## src/rtl/turn_arbiter.sv

```systemverilog
// turn_arbiter: merges NES and bongo controller frames into one buffered turn request
// (lturn/rturn/uturn) plus a start pulse. Optional macro MIC_UTURN_EN: bongo mic level drives U-turn in rotation mode.
module turn_arbiter #(
  parameter int TIMEOUT_TICKS = 180,
  parameter int REQ_LIFE      = 8
) (
  input  logic        clk,
  input  logic        rst,
  input  logic        tick,
  input  logic        mode,
  input  logic [1:0]  pacman_dir,
  input  logic [7:0]  nes_btns,
  input  logic        nes_valid,
  input  logic [15:0] bongo_btns,
  input  logic [7:0]  bongo_mic,
  input  logic        bongo_valid,
  input  logic        turn_ack,
  output logic        lturn,
  output logic        rturn,
  output logic        uturn,
  output logic        start,
  output logic [1:0]  active_src
);

  typedef enum logic [1:0] {IDLE = 2'b00, NES_ACT = 2'b01, BONGO_ACT = 2'b10} state_t;

  state_t      state_p1, state_nxt;
  logic [3:0]  nes_map_p0, bongo_map_p0, nes_edge_p0, bongo_edge_p0;
  logic [3:0]  nes_prev_p1, bongo_prev_p1;
  logic        nes_primed_p1, bongo_primed_p1;
  logic        mic_u_p0;
  logic        nes_go_p0, bongo_go_p0, nes_turn_ok_p0, bongo_turn_ok_p0;
  logic        act_press_p0, timeout_p0;
  logic [2:0]  turn_p0, buf_p1;
  logic [3:0]  life_p1;
  logic [7:0]  idle_cnt_p1;
  logic        btn_unused;

  // Absolute direction buttons to {u,l,r} relative to the current heading.
  function automatic logic [2:0] rel_map(input logic [1:0] dir, input logic up, input logic dn,
                                         input logic lt, input logic rt);
    logic [2:0] r;
    case (dir)
      2'b00:   r = {lt, up, dn};
      2'b01:   r = {dn, lt, rt};
      2'b10:   r = {up, rt, lt};
      default: r = {rt, dn, up};
    endcase
    return r;
  endfunction

  function automatic logic [7:0] sat_inc8(input logic [7:0] v);
    return (v == 8'hFF) ? v : v + 8'd1;
  endfunction

  function automatic logic [2:0] prio_turn(input logic [2:0] t);
    if (t[2]) return 3'b100;
    if (t[1]) return 3'b010;
    if (t[0]) return 3'b001;
    return 3'b000;
  endfunction

  assign btn_unused = ^{nes_btns[2], bongo_btns[2:0], bongo_btns[11:8]};

`ifdef MIC_UTURN_EN
  assign mic_u_p0 = (bongo_mic > 8'd64) &
                    ~(bongo_btns[4] | bongo_btns[6] | bongo_btns[5] | bongo_btns[7]);
`else
  logic mic_unused;
  assign mic_u_p0   = 1'b0;
  assign mic_unused = ^bongo_mic;
`endif

  // Stage p0: map raw frames to {start,u,l,r} and detect rising edges against history.
  always_comb begin
    nes_map_p0   = {nes_btns[3], 3'b000};
    bongo_map_p0 = {bongo_btns[3], 3'b000};
    if (mode) begin
      nes_map_p0[2:0]   = rel_map(pacman_dir, nes_btns[4], nes_btns[5], nes_btns[6], nes_btns[7]);
      bongo_map_p0[2:0] = rel_map(pacman_dir, bongo_btns[12], bongo_btns[13],
                                  bongo_btns[15], bongo_btns[14]);
    end else begin
      nes_map_p0[2:0]   = {nes_btns[5], nes_btns[1], nes_btns[0]};
      bongo_map_p0[2:0] = {mic_u_p0, bongo_btns[4] | bongo_btns[6], bongo_btns[5] | bongo_btns[7]};
    end
  end

  // The first frame after reset only seeds history, so a button held through reset never fires.
  assign nes_edge_p0   = (nes_valid && nes_primed_p1) ? (nes_map_p0 & ~nes_prev_p1) : 4'b0000;
  assign bongo_edge_p0 = (bongo_valid && bongo_primed_p1) ? (bongo_map_p0 & ~bongo_prev_p1) : 4'b0000;

  assign nes_go_p0        = (state_p1 == IDLE) && (|nes_edge_p0);
  assign bongo_go_p0      = (state_p1 == IDLE) && (|bongo_edge_p0) && !nes_go_p0;
  assign nes_turn_ok_p0   = (state_p1 == IDLE) || (state_p1 == NES_ACT);
  assign bongo_turn_ok_p0 = (state_p1 == BONGO_ACT) || bongo_go_p0;
  assign act_press_p0     = ((state_p1 == NES_ACT) && (|nes_edge_p0)) ||
                            ((state_p1 == BONGO_ACT) && (|bongo_edge_p0));
  assign timeout_p0       = (state_p1 != IDLE) && (int'(idle_cnt_p1) >= TIMEOUT_TICKS);

  always_comb begin
    turn_p0 = 3'b000;
    if (nes_turn_ok_p0 && (|nes_edge_p0[2:0]))
      turn_p0 = nes_edge_p0[2:0];
    else if (bongo_turn_ok_p0)
      turn_p0 = bongo_edge_p0[2:0];
  end

  // Stage p1: state, history, counters and the turn buffer.
  always_ff @(posedge clk or negedge rst) begin
    if (!rst) state_p1 <= IDLE;
    else      state_p1 <= state_nxt;
  end

  always_comb begin
    state_nxt = state_p1;
    case (state_p1)
      IDLE: begin
        if (nes_go_p0)        state_nxt = NES_ACT;
        else if (bongo_go_p0) state_nxt = BONGO_ACT;
      end
      NES_ACT, BONGO_ACT: if (timeout_p0) state_nxt = IDLE;
      default: state_nxt = IDLE;
    endcase
  end

  always_comb begin
    case (state_p1)
      NES_ACT:   active_src = 2'b01;
      BONGO_ACT: active_src = 2'b10;
      default:   active_src = 2'b00;
    endcase
  end

  always_ff @(posedge clk or negedge rst) begin
    if (!rst) begin
      nes_prev_p1     <= 4'b0000;
      bongo_prev_p1   <= 4'b0000;
      nes_primed_p1   <= 1'b0;
      bongo_primed_p1 <= 1'b0;
      start           <= 1'b0;
    end else begin
      if (nes_valid) begin
        nes_prev_p1   <= nes_map_p0;
        nes_primed_p1 <= 1'b1;
      end
      if (bongo_valid) begin
        bongo_prev_p1   <= bongo_map_p0;
        bongo_primed_p1 <= 1'b1;
      end
      start <= nes_edge_p0[3] | bongo_edge_p0[3];
    end
  end

  always_ff @(posedge clk or negedge rst) begin
    if (!rst)                                              idle_cnt_p1 <= 8'd0;
    else if ((state_p1 == IDLE) || timeout_p0 || act_press_p0) idle_cnt_p1 <= 8'd0;
    else if (tick)                                         idle_cnt_p1 <= sat_inc8(idle_cnt_p1);
  end

  // A fresh write wins over ack and over a coincident tick.
  always_ff @(posedge clk or negedge rst) begin
    if (!rst) begin
      buf_p1  <= 3'b000;
      life_p1 <= 4'd0;
    end else if (|turn_p0) begin
      buf_p1  <= prio_turn(turn_p0);
      life_p1 <= 4'd0;
    end else if (turn_ack) begin
      buf_p1  <= 3'b000;
      life_p1 <= 4'd0;
    end else if (tick && (|buf_p1)) begin
      if (int'(life_p1) + 1 >= REQ_LIFE) begin
        buf_p1  <= 3'b000;
        life_p1 <= 4'd0;
      end else begin
        life_p1 <= life_p1 + 4'd1;
      end
    end
  end

  assign uturn = buf_p1[2];
  assign lturn = buf_p1[1];
  assign rturn = buf_p1[0];

endmodule

```

## config.mk

```make
export PLATFORM = sky130hd
export DESIGN_NAME = turn_arbiter
export DESIGN_NICKNAME = d
export VERILOG_FILES = /design/src/rtl/turn_arbiter.sv
export SDC_FILE = /design/constraint.sdc
export NUM_CORES = 1
export LEC_CHECK = 0
export ABC_AREA = 1
export ABC_CLOCK_PERIOD_IN_PS = 1660
export BUFFER_PORTS_ARGS = -buffer_cell sky130_fd_sc_hd__buf_2
export CAP_MARGIN = 15
export CORE_MARGIN = 5
export CORE_UTILIZATION = 48
export DETAILED_ROUTE_END_ITERATION = 8
export GPL_ROUTABILITY_DRIVEN = 1
export HOLD_SLACK_MARGIN = 0.1
export PLACE_DENSITY = 0.76
export SKIP_LAST_GASP = 1
export SLEW_MARGIN = 40
export SYNTH_ARGS = -nofsm -noshare
export SYNTH_HDL_FRONTEND = slang
export SYNTH_SLANG_ARGS = --single-unit
```

## constraint.sdc

```tcl
create_clock -name clk -period 1.66 [get_ports clk]
set_input_delay 0.498 -clock clk [delete_from_list [all_inputs] [get_ports clk]]
set_output_delay 0.498 -clock clk [all_outputs]
set_load 0.05 [all_outputs]
```

==> summary.md <==
| Metric | Value |
|---|---|
| Synth area leaders | dfrtp_1 (36%), nand2_1 (13%), nor2_1 (6.9%) |
| Commonest cells post-synth | nand2_1 (65), nor2_1 (36), dfrtp_1 (28) |
| Post-synth EDFFs | 0 |
| DR pass1 iterations | 4 |
| Sw frac | 41.9% |
| Final wirelength | 5630 um |
| Reg power frac | 29.2% |
| Ys flop type | dfrtp_1 |
| # rows | 23 |
| Worst path arrival time | 2110 ps |
| Clock transition at path regs | 100 ps |
| Initial antenna violation count | 0 |
| Setup Slack @ Placement | -492 ps |
| Die X-Extent | 73.7 um |
| Port Buf Inserts | 30 |
| Critical path peak fanout | 7 |
| Max-slew violations | 0 |
| Total GRT Usage | 19.5% |
| Final Cycle Share | 114% |
| WS Path Type | input pin to register |
| Die Y-Extent | 73.7 um |
| Final HPWL DP | 3370 um |
| Final Power | 3.05 mW |
| F_max | 528 MHz |
| Final nets | 393 |
| Logic pwr share | 52.4% |
| Worst EP required | 1880 ps |
| Overflow after GRT | 0 |
| Vias per cell | 5.36 |
| Worst Tran Pin Value | 651 ps |
| Antenna Cells | 0 |
| Fin. Hold Viols | 0 |
| Status | finished, violations left |
| H-tree depth | 1 |
| Placed inst area | 2410 sq um |
| CTS Buf Count | 3 |
| Max Cap Viol | 0 |
| Final GP Congestion | 0.832 |
| Setup WS post-layout | -234 ps |
| Clock period minus worst slack | 1890 ps |
| Layout area overhead | 51.2% |
| Die ar. | 5440 sq um |
| Io pins | 47 |
| Final ANT Viol Nets | 0 |
| Routed wire per std cell | 14.3 um |
| CP Capture Type | register |
| Final Core Density | 74.2% |
| Core area | 3970 sq um |
| Pleak | 1.52 nW |
| RR Startpoint | bongo_primed_p1 |
| Int Pwr | 1.77 mW |
| Layout Skew | 2.05 ps |
| Vias in the first global route | 1937 |
| Post-Layout Inst Area | 2950 sq um |
| Worst VDD drop | 0.517 mV |
| Synth warn | 0 |
| Number of fill cells | 267 |
| Net Sw Power | 1.28 mW |
| Largest buffer count on any clock path | 2 |
| Hold_buf cts | 0 |
| Clock group share of total power | 18.4% |
| Synth Instances | 264 |
| Mapped Area | 1950 sq um |
| Layout cells sized above 1 | 50.9% |
| Failing checks | setup timing |
| Initial Utilization | 49.1% |
| Worst skew pair latency | 290 ps |
| R2R Setup Slk | -110 ps |
| Seq cells post-synth | 28 |
| Final setup fails | 21 |
| First-pass GRT wire length | 8410 um |
| Crit start category | input pin |
| WHS | 101 ps |
| Syn_area_per_cell | 7.38 sq um |
| P per Cell Area | 1030 nW/um^2 |
| Sequential area share after synthesis | 35.9% |
| Share of the synthesized area in the top cell type | 35.9% |
| Most frequent cell after synthesis | nand2_1 |
| Synthesized Nets | 312 |
| Clock root cell | clkbuf_8 |
| Via count | 2110 |
| Largest net degree at the start of global routing | 17 |
| HP Class | input pin to async pin |
| # clock sinks | 28 |
| Worst r2r dst | life_p1[1] |
| Worst R2R Path Depth | 14 |
| Relative slew slack | 56.3% |
| RSZ-0062 raised after global routing | yes |
| DR iter-0 viols | 89 |
| TritonCTS clock tree | yes |
| DRC viols | 0 |
| Post-synth ARST share | 100% |
| Synth area leader | dfrtp_1 |
| Synth unique cells | 28 |
## cell families (layout without fill, tap and decap cells)
group           count (synthesis)  after routing  share of synthesized area (%)
flops                          28             28                           35.9
fa+ha+maj                       7              7                           4.49
simple gates                  159            159                           41.3
compound gates                 29             29                           8.60
buf+inv                        38            118                           8.34
xor+xnor                        3              3                           1.35
## through the flow
| step | cells | TNS, ps |
|---|---|---|
| 4_1_cts | 388 | -532 |
| 2_1_floorplan | 264 | -1320 |
| 3_5_place_dp | 369 | -6850 |
| 3_3_place_gp | 369 | -6450 |
| 6_report | 394 | -2110 |
| 5_1_grt | 394 | -4050 |
## sequential cells by signal, summed over array words and instances (netlist names)
| name | flops |
|---|---|
| bongo_prev_p1 | 4 |
| bongo_primed_p1 | 1 |
| buf_p1 | 3 |
| idle_cnt_p1 | 8 |
| life_p1 | 4 |
| nes_prev_p1 | 4 |
| nes_primed_p1 | 1 |
| start | 1 |
| state_p1 | 2 |
## final cells by class
type / count / area [sq um] / area share (%)
multi-input cells: 198 / 1330 / 45.2
flip-flops and latches: 28 / 701 / 23.8
repair buffers: 80 / 652 / 22.1
inverters: 34 / 130 / 4.41
well taps: 50 / 62.6 / 2.12
clock buffers: 3 / 41.3 / 1.40
clock inverters: 1 / 30.0 / 1.02
## worst max-delay path: stages
cell	delay, ps
buf_12	120
nor2_4	160
buf_4	140
nand2_1	40
nand3_1	90
nand2_2	80
buf_4	140
buf_4	120
buf_4	120
buf_4	130
buf_4	120
buf_4	120
buf_4	130
a31oi_4	120
## per-layer routing
layer	global-route usage [%]	vias up	wire length (um)
li1	-	1012	-
met1	23.8	1009	2310
met2	35.0	69	2830
met3	2.05	20	257
met4	7.04	0	228
met5	0	-	0
## timing repair
| item | 4_1_cts | 5_1_grt |
|---|---|---|
| endpoints found under the setup margin | 19 | 21 |
| resized for setup | 31 | 48 |
| pin swaps | 13 | 36 |
| gates cloned | 1 | 1 |
| setup buffers | 14 | 5 |
## power by group through the flow
stage               combinational (mW)  sequential (mW)  clock [mW]
floorplan                        0.791            0.960           0
global placement                  1.20            0.887           0
detailed placement                1.23            0.901           0
CTS                               1.39            0.888       0.562
global route                      1.74            0.905       0.589
finish                            1.59            0.890       0.561
## worst max-delay path by stage
stage | startpoint | depth (start not counted) | slack [ps] | end
finish | pacman_dir[0] | 14 | -230 | bongo_prev_p1[0]
global route | pacman_dir[0] | 18 | -320 | life_p1[2]
CTS | pacman_dir[1] | 17 | -80 | life_p1[0]
detailed placement | pacman_dir[0] | 16 | -490 | life_p1[1]
global placement | pacman_dir[0] | 18 | -470 | life_p1[0]
floorplan | pacman_dir[0] | 17 | -210 | life_p1[2]
## layout by cell type, fill, tap and decap left out, types with 7 or more instances in the layout
cell type,count
nand2_1,48
buf_4,44
dfrtp_1,28
nor2_1,26
buf_2,25
inv_1,19
nand2_2,18
inv_2,14
nand3_1,13
nand2_4,12
nor2_2,11
nand4_1,7
nand3_2,7
No activity file was read; power rests on OpenSTA's default activity.
